<file path="config.mk">
export PLATFORM = sky130hd
export DESIGN_NAME = if_stage_skid_reg
export DESIGN_NICKNAME = d
export VERILOG_FILES = /design/src/rtl/if_stage_skid_reg_pkg.sv /design/src/rtl/if_stage_skid_reg_sat_counter.sv /design/src/rtl/if_stage_skid_reg.sv
export SDC_FILE = /design/constraint.sdc
export NUM_CORES = 1
export LEC_CHECK = 0
export ABC_AREA = 1
export CAP_MARGIN = 20
export CORE_MARGIN = 3
export CORE_UTILIZATION = 45
export DETAILED_ROUTE_END_ITERATION = 12
export GPL_TIMING_DRIVEN = 0
export PLACE_DENSITY_LB_ADDON = 0.12
export SLEW_MARGIN = 10
export SYNTH_ARGS = -nofsm -noshare
export SYNTH_HDL_FRONTEND = slang
export SYNTH_HIERARCHICAL = 1
export SYNTH_SLANG_ARGS = --single-unit
</file>
<file path="constraint.sdc">
create_clock -name clk -period 4.68 [get_ports clk]
set_input_delay 1.404 -clock clk [delete_from_list [all_inputs] [get_ports clk]]
set_output_delay 1.404 -clock clk [all_outputs]
set_load 0.005 [all_outputs]
</file>
<file path="src/rtl/if_stage_skid_reg_pkg.sv">
// -----------------------------------------------------------------------------
// if_stage_skid_reg_pkg
//
// Shared definitions for the fetch-to-decode skid register:
//   - default payload and counter widths
//   - the NOP instruction (ARM AL-condition AND r0,r0,r0) driven on an
//     empty output or after flush/reset
//   - state encoding built from the two entry valid bits
//   - payload register update selectors used between the FSM and datapath
// -----------------------------------------------------------------------------
package if_stage_skid_reg_pkg;

    localparam int PC_W_DEFAULT    = 32;
    localparam int INSTR_W_DEFAULT = 32;
    localparam int CNT_W_DEFAULT   = 16;

    localparam logic [31:0] NOP_INSTR_DEFAULT = 32'hE000_0000;

    // Bit 0 is the main-entry valid bit, bit 1 the skid-entry valid bit, so
    // the state register is the pair of valid flops itself. 2'b10 (skid
    // valid without main valid) is unreachable.
    typedef enum logic [1:0] {
        EMPTY = 2'b00,
        ONE   = 2'b01,
        TWO   = 2'b11
    } state_t;

    // How the main register is updated on the next edge.
    typedef enum logic [1:0] {
        MAIN_HOLD      = 2'b00,
        MAIN_LOAD_IN   = 2'b01,
        MAIN_LOAD_SKID = 2'b10,
        MAIN_CLEAR     = 2'b11
    } main_sel_t;

    // How the skid register is updated on the next edge.
    typedef enum logic [1:0] {
        SKID_HOLD    = 2'b00,
        SKID_LOAD_IN = 2'b01,
        SKID_CLEAR   = 2'b10
    } skid_sel_t;

endpackage

</file>
<file path="src/rtl/if_stage_skid_reg_sat_counter.sv">
// -----------------------------------------------------------------------------
// sat_counter
//
// Saturating up-counter used for the stall and flush performance counters.
// Counts one per cycle while inc is high and sticks at all-ones. Only rst
// clears it.
//
// Ports:
//   clk  in   1  clock, rising edge
//   rst  in   1  reset, asynchronous, active-high
//   inc  in   1  count this cycle
//   cnt  out  W  current count
// -----------------------------------------------------------------------------
module sat_counter #(
    parameter int W = 16
) (
    input  logic         clk,
    input  logic         rst,
    input  logic         inc,
    output logic [W-1:0] cnt
);

    always_ff @(posedge clk or posedge rst) begin
        if (rst) begin
            cnt <= '0;
        end else if (inc && (cnt != '1)) begin
            // NOTE: sequential state uses non-blocking assignment so every
            // flop samples pre-edge values regardless of process order.
            cnt <= cnt + W'(1);
        end
    end

endmodule

</file>
<file path="src/rtl/if_stage_skid_reg.sv">
// -----------------------------------------------------------------------------
// if_stage_skid_reg
//
// Fetch-to-decode pipeline register with a valid/ready handshake and a
// 2-entry skid buffer. in_ready depends only on flops, so a decode stall
// never forms a combinational path back into fetch. A flush empties both
// entries and drops the incoming beat. Stall and flush cycles are counted
// in saturating performance counters.
//
// Ports:
//   clk        in   1        clock, rising edge
//   rst        in   1        reset, asynchronous, active-high
//   flush      in   1        kill held entries and the incoming beat
//   in_valid   in   1        fetch presents a beat
//   in_ready   out  1        stage can accept a beat (from flops only)
//   pc_in      in   PC_W     PC of the fetched instruction
//   instr_in   in   INSTR_W  fetched instruction
//   out_valid  out  1        main entry holds a valid beat
//   out_ready  in   1        decode accepts the beat (low = freeze)
//   pc_out     out  PC_W     main-entry PC, 0 when invalid
//   instr_out  out  INSTR_W  main-entry instruction, NOP_INSTR when invalid
//   stall_cnt  out  CNT_W    cycles with out_valid & ~out_ready, saturating
//   flush_cnt  out  CNT_W    flush cycles that killed something, saturating
// -----------------------------------------------------------------------------
module if_stage_skid_reg
    import if_stage_skid_reg_pkg::*;
#(
    parameter int                 PC_W      = PC_W_DEFAULT,
    parameter int                 INSTR_W   = INSTR_W_DEFAULT,
    parameter logic [INSTR_W-1:0] NOP_INSTR = INSTR_W'(NOP_INSTR_DEFAULT),
    parameter int                 CNT_W     = CNT_W_DEFAULT
) (
    input  logic               clk,
    input  logic               rst,
    input  logic               flush,
    input  logic               in_valid,
    output logic               in_ready,
    input  logic [PC_W-1:0]    pc_in,
    input  logic [INSTR_W-1:0] instr_in,
    output logic               out_valid,
    input  logic               out_ready,
    output logic [PC_W-1:0]    pc_out,
    output logic [INSTR_W-1:0] instr_out,
    output logic [CNT_W-1:0]   stall_cnt,
    output logic [CNT_W-1:0]   flush_cnt
);

    state_t    state_q;
    state_t    state_d;
    main_sel_t main_sel;
    skid_sel_t skid_sel;

    logic [PC_W-1:0]    main_pc_q;
    logic [INSTR_W-1:0] main_instr_q;
    logic [PC_W-1:0]    skid_pc_q;
    logic [INSTR_W-1:0] skid_instr_q;

    logic main_valid;
    logic skid_valid;
    logic in_fire;
    logic out_fire;
    logic stall_inc;
    logic flush_inc;

    assign main_valid = state_q[0];
    assign skid_valid = state_q[1];
    assign in_fire    = in_valid & in_ready;
    assign out_fire   = out_valid & out_ready;

    // -------------------------------------------------------------------------
    // State register
    // -------------------------------------------------------------------------
    always_ff @(posedge clk or posedge rst) begin
        if (rst) begin
            state_q <= EMPTY;
        end else begin
            state_q <= state_d;
        end
    end

    // -------------------------------------------------------------------------
    // Next-state and payload-update selection
    // -------------------------------------------------------------------------
    always_comb begin
        // NOTE: every output of this block gets a default first so no path
        // leaves a variable unassigned and no latch is inferred.
        state_d  = state_q;
        main_sel = MAIN_HOLD;
        skid_sel = SKID_HOLD;

        if (flush) begin
            // Any out_fire this cycle has already been taken by decode; the
            // rest, including the incoming beat, is discarded.
            state_d  = EMPTY;
            main_sel = MAIN_CLEAR;
            skid_sel = SKID_CLEAR;
        end else begin
            unique case (state_q)
                EMPTY: begin
                    if (in_fire) begin
                        state_d  = ONE;
                        main_sel = MAIN_LOAD_IN;
                    end
                end

                ONE: begin
                    if (in_fire && out_fire) begin
                        main_sel = MAIN_LOAD_IN;
                    end else if (in_fire) begin
                        state_d  = TWO;
                        skid_sel = SKID_LOAD_IN;
                    end else if (out_fire) begin
                        state_d  = EMPTY;
                        main_sel = MAIN_CLEAR;
                    end
                end

                TWO: begin
                    // in_ready is low here, so only the drain can happen.
                    if (out_fire) begin
                        state_d  = ONE;
                        main_sel = MAIN_LOAD_SKID;
                        skid_sel = SKID_CLEAR;
                    end
                end

                default: begin
                    state_d  = EMPTY;
                    main_sel = MAIN_CLEAR;
                    skid_sel = SKID_CLEAR;
                end
            endcase
        end
    end

    // -------------------------------------------------------------------------
    // Handshake outputs, decoded from the state flops only
    // -------------------------------------------------------------------------
    always_comb begin
        in_ready  = (state_q != TWO);
        out_valid = main_valid;
    end

    // -------------------------------------------------------------------------
    // Payload registers. An invalid entry always carries pc=0 and NOP_INSTR,
    // so the outputs come straight from the main register without a mux.
    // -------------------------------------------------------------------------
    always_ff @(posedge clk or posedge rst) begin
        if (rst) begin
            // NOTE: the payload is reset as well as the valid bits, because the
            // outputs must show pc=0 / NOP_INSTR and never X straight after reset.
            main_pc_q    <= '0;
            main_instr_q <= NOP_INSTR;
        end else begin
            unique case (main_sel)
                MAIN_LOAD_IN: begin
                    main_pc_q    <= pc_in;
                    main_instr_q <= instr_in;
                end
                MAIN_LOAD_SKID: begin
                    main_pc_q    <= skid_pc_q;
                    main_instr_q <= skid_instr_q;
                end
                MAIN_CLEAR: begin
                    main_pc_q    <= '0;
                    main_instr_q <= NOP_INSTR;
                end
                default: begin
                    main_pc_q    <= main_pc_q;
                    main_instr_q <= main_instr_q;
                end
            endcase
        end
    end

    always_ff @(posedge clk or posedge rst) begin
        if (rst) begin
            skid_pc_q    <= '0;
            skid_instr_q <= NOP_INSTR;
        end else begin
            unique case (skid_sel)
                SKID_LOAD_IN: begin
                    skid_pc_q    <= pc_in;
                    skid_instr_q <= instr_in;
                end
                SKID_CLEAR: begin
                    skid_pc_q    <= '0;
                    skid_instr_q <= NOP_INSTR;
                end
                default: begin
                    skid_pc_q    <= skid_pc_q;
                    skid_instr_q <= skid_instr_q;
                end
            endcase
        end
    end

    assign pc_out    = main_pc_q;
    assign instr_out = main_instr_q;

    // -------------------------------------------------------------------------
    // Performance counters
    // -------------------------------------------------------------------------
    assign stall_inc = out_valid & ~out_ready;

    // A flush counts only if it destroyed something: a skid entry, a main
    // entry that decode did not take this cycle, or an accepted input beat.
    assign flush_inc = flush & (skid_valid | (main_valid & ~out_ready) | in_fire);

    sat_counter #(
        .W (CNT_W)
    ) u_stall_cnt (
        .clk (clk),
        .rst (rst),
        .inc (stall_inc),
        .cnt (stall_cnt)
    );

    sat_counter #(
        .W (CNT_W)
    ) u_flush_cnt (
        .clk (clk),
        .rst (rst),
        .inc (flush_inc),
        .cnt (flush_cnt)
    );

endmodule

</file>
==> flow_summary.toml, run 1 <==
[run_status]
status = "completed"

[clock_network]
cts_root_buf = "clkbuf_16"
cts_buffers = 17
clk_latency_ns = 0.43
clkSinkCount = 162
cts-resized-gates = 0
tritoncts = "done"
post_cts_buffers = 0
htree_levels = 4
cts_hold_buf = 0
clk_pin_slew_ns = 0.06
clk_path_buf_depth = 2

[power_and_ir_drop]
internal-power_mw = 3.67
cellLeakagePower_nw = 5.93
powerDensity_nw_per_um2 = 484
max-vdd-ir-drop_mv = 0.309
combinationalPowerShare_pct = 36.0
power.net_switching_mw = 1.94
sw_frac_of_total_pct = 34.6
pwr-share-clk_pct = 27.1
power_frac_seq_pct = 36.9

[final_layout]
fill_cells = 1808
drive_above_1_share_pct = 10.2
nets = 1493
area_growth_pct = 30.5
antenna_cells = 0

[critical_path]
r2r_setup_slack_ns = 1.55
critPathKind = "in2reg"
crit_fanout = 10
required_ns = 5.00
cp.arrival_ns = 4.09
cp_slowest_cell = "nor2_1"
critPathLaunchType = "input port"
endpoint_kind = "flip-flop"
cp_slowest_stage_delay_ns = 0.61
cp_cell_sequence = "clkdlybuf4s50_1 -> nor2_4 -> nand2_1 -> buf_4 -> buf_4 -> ha_1 -> nor2_1 -> buf_2 -> nand2_1 -> o21ai_0"

[synthesis]
yosysTopAreaCellShare_pct = 43.9
yosysTopAreaCell = "dfrtp_1"
yosysSeqAreaShare_pct = 45.7
syn_avg_cell_area_sq_um = 7.23
syn_nets = 1304
synth-seq-cells = 162
synth_edf_count = 0
synthTopCellsByCount = "447 x nand2_1, 228 x inv_1, 156 x dfrtp_1, 136 x nand3_1, 65 x o21ai_0"
async_flop_share_pct = 100
synthTopCellsByArea = "dfrtp_1 44%, nand2_1 19%, inv_1 9.6%"
netlist_area_sq_um = 8880
ys_warn_count = 6
netlist_instances = 1228
ys.flop_type = "dfrtp_1"
synth.distinct_cells = 27
synth.most_common_cell = "nand2_1"

[detailed_routing]
dr.pass1.iters = 5
num_vias = 7981
post_drt_wl_per_cell_um = 13.7
drt-initial-drc-count = 455
drc = 0
routed_via_density = 4.72
antenna_left = 0
drt_wl_total_um = 23200

[sta]
slew_headroom_pct = 49.5
drv_slew = 0
timing.hold.ws_ns = 0.469
finalSetupViolCount = 0
period_share_pct = 80.6
hold_viol = 0
fin_skew_ns = 0.0102
rsz0062_at_grt = "no"
worst_pin_slew_ns = 0.755
max_freq_mhz = 265
fin_crit_ns = 3.77
finalSetupTns_ns = 0

[global_routing]
overflow = 0
antenna_found_initial = 0
grt_pass1_vias = 7718
grtUsageTotal_pct = 22.0
grt_max_degree = 35
grt_first_pass_wirelength_um = 38700

[floorplan]
die_h_um = 146
ios = 167
coreArea_sq_um = 19000
num_rows = 50
dieArea_sq_um = 21500
start_util_pct = 46.7
die_x_um = 146

[place]
place_congestion = 0.851
dp_hpwl_um = 16500
portBuffers = 166

[min_path]
worst_hold_path_type = "reg2reg"

[flow_run]
cap_violations = 0
==> logic make-up (layout without fill, tap and decap cells) <==
| logic type | after synthesis | count (layout) | share of synthesized area, % |
|---|---|---|---|
| and+or+nand+nor | 676 | 676 | 33.2 |
| buffers and inverters | 285 | 487 | 13.6 |
| DFF | 162 | 162 | 45.7 |
| AOI/OAI and AO/OA | 90 | 90 | 5.72 |
| xor gates and xnor gates | 8 | 8 | 0.789 |
| adders and majority gates | 7 | 7 | 0.986 |
==> final cells by class <==
cell class | instances | area, sq um | area share [%]
sequential | 162 | 4060 | 35.0
multi-input combinational | 781 | 3620 | 31.2
timing repair buffer | 170 | 1740 | 15.0
inverter | 232 | 875 | 7.55
clock buffer | 20 | 457 | 3.94
buffer | 53 | 334 | 2.88
tap | 260 | 325 | 2.81
clock inverter | 12 | 180 | 1.55
==> path summary, 6_finish.rpt <==
kind	from	end	depth (start not counted)
max	flush	skid_pc_q[7]$_DFFE_PP0P_	10
min	instr_out[31]$_DFFE_PP1P_	instr_out[31]$_DFFE_PP1P_	2
max reg2reg	state_q[0]$_DFFE_PP0P_	skid_pc_q[7]$_DFFE_PP0P_	11
min reg2reg	instr_out[31]$_DFFE_PP1P_	instr_out[31]$_DFFE_PP1P_	2
max in group asynchronous	rst	skid_pc_q[0]$_DFFE_PP0P_	5
min in group asynchronous	rst	pc_out[25]$_DFFE_PP0P_	2
==> stage by stage <==
step | setup WS (ns) | power (mW) | util [%] | instance area, sq um | instances
global route | 0.680 | 6.02 | 60.9 | 11600 | 1690
detailed placement | 0.468 | 4.13 | 57.6 | 11000 | 1658
global placement | 0.273 | 4.07 | 57.2 | 10900 | 1654
floorplan | 1.67 | 3.20 | - | 8890 | 1228
CTS | 0.866 | 5.67 | 60.9 | 11600 | 1690
finish | 0.908 | 5.61 | 60.9 | 11600 | 1690
==> critical path: cells and delay by family <==
family / cells / cell delay, ns
AO/OA/AOI/OAI: 1 / 0.12
AND/OR/NAND/NOR: 4 / 0.97
buffers and inverters: 4 / 1.23
adder cells (fa/ha/maj): 1 / 0.36
==> registers in the layout (all words and copies together) (netlist names) <==
name and count:
skid_instr_q 32, skid_pc_q 32, u_stall_cnt/cnt 16, instr_out 32
pc_out 32, state_q 2, u_flush_cnt/cnt 16
==> placed cells by master, fill, tap and decap left out, types with 5 or more instances in the layout <==
master           Yosys  layout
inv_1              228     227
clkbuf_1             6       7
nand3_1            136     136
nor2_1              37      37
buf_4                6       6
nor2_2               7       7
o21ai_2             12      12
nor2_4              12      12
dfstp_2              6       6
clkbuf_16            0      17
nand2_2             12      12
dfrtp_1            156     156
o21ai_0             65      65
clkdlybuf4s50_1      0     166
ha_1                 7       7
o21ai_1              8       8
buf_6                5       5
nand3_2             10      10
nand4_1             11      11
buf_2               33      33
nand2_1            447     447
==> power groups by stage <==
stage / Clock [mW] / Sequential, mW / Combinational, mW
finish: 1.52 / 2.07 / 2.02
global route: 1.61 / 2.12 / 2.30
detailed placement: 0 / 2.09 / 2.04
floorplan: 0 / 2.07 / 1.13
CTS: 1.55 / 2.07 / 2.05
global placement: 0 / 2.08 / 1.99
==> per-layer routing <==
metal / share of wire (%) / track usage [%] / vias up
met5: 0 / 0 / -
met4: 0.82 / 4.94 / 0
met3: 5.8 / 4.35 / 14
met2: 47 / 35.4 / 199
met1: 47 / 31.0 / 3661
li1: - / - / 4107
No activity file was read; power rests on OpenSTA's default activity.
==> run 2: changes to the inputs <==
==> constraint.sdc (replaced) <==
create_clock -name clk -period 3.75 [get_ports clk]
set_input_delay 1.125 -clock clk [delete_from_list [all_inputs] [get_ports clk]]
set_output_delay 1.125 -clock clk [all_outputs]
set_load 0.005 [all_outputs]
==> results of run 2 <==
Same layout as run 1 (identical final DEF). Status: completed.
Main changes from that run: setup slack after placement 0.468 ns -> -0.183 ns; setup slack after layout 0.908 ns -> 0.257 ns; register-to-register setup slack 1.55 ns -> 0.62 ns; total power 5.61 mW -> 7.00 mW; worst IR drop on VDD 0.309 mV -> 0.386 mV
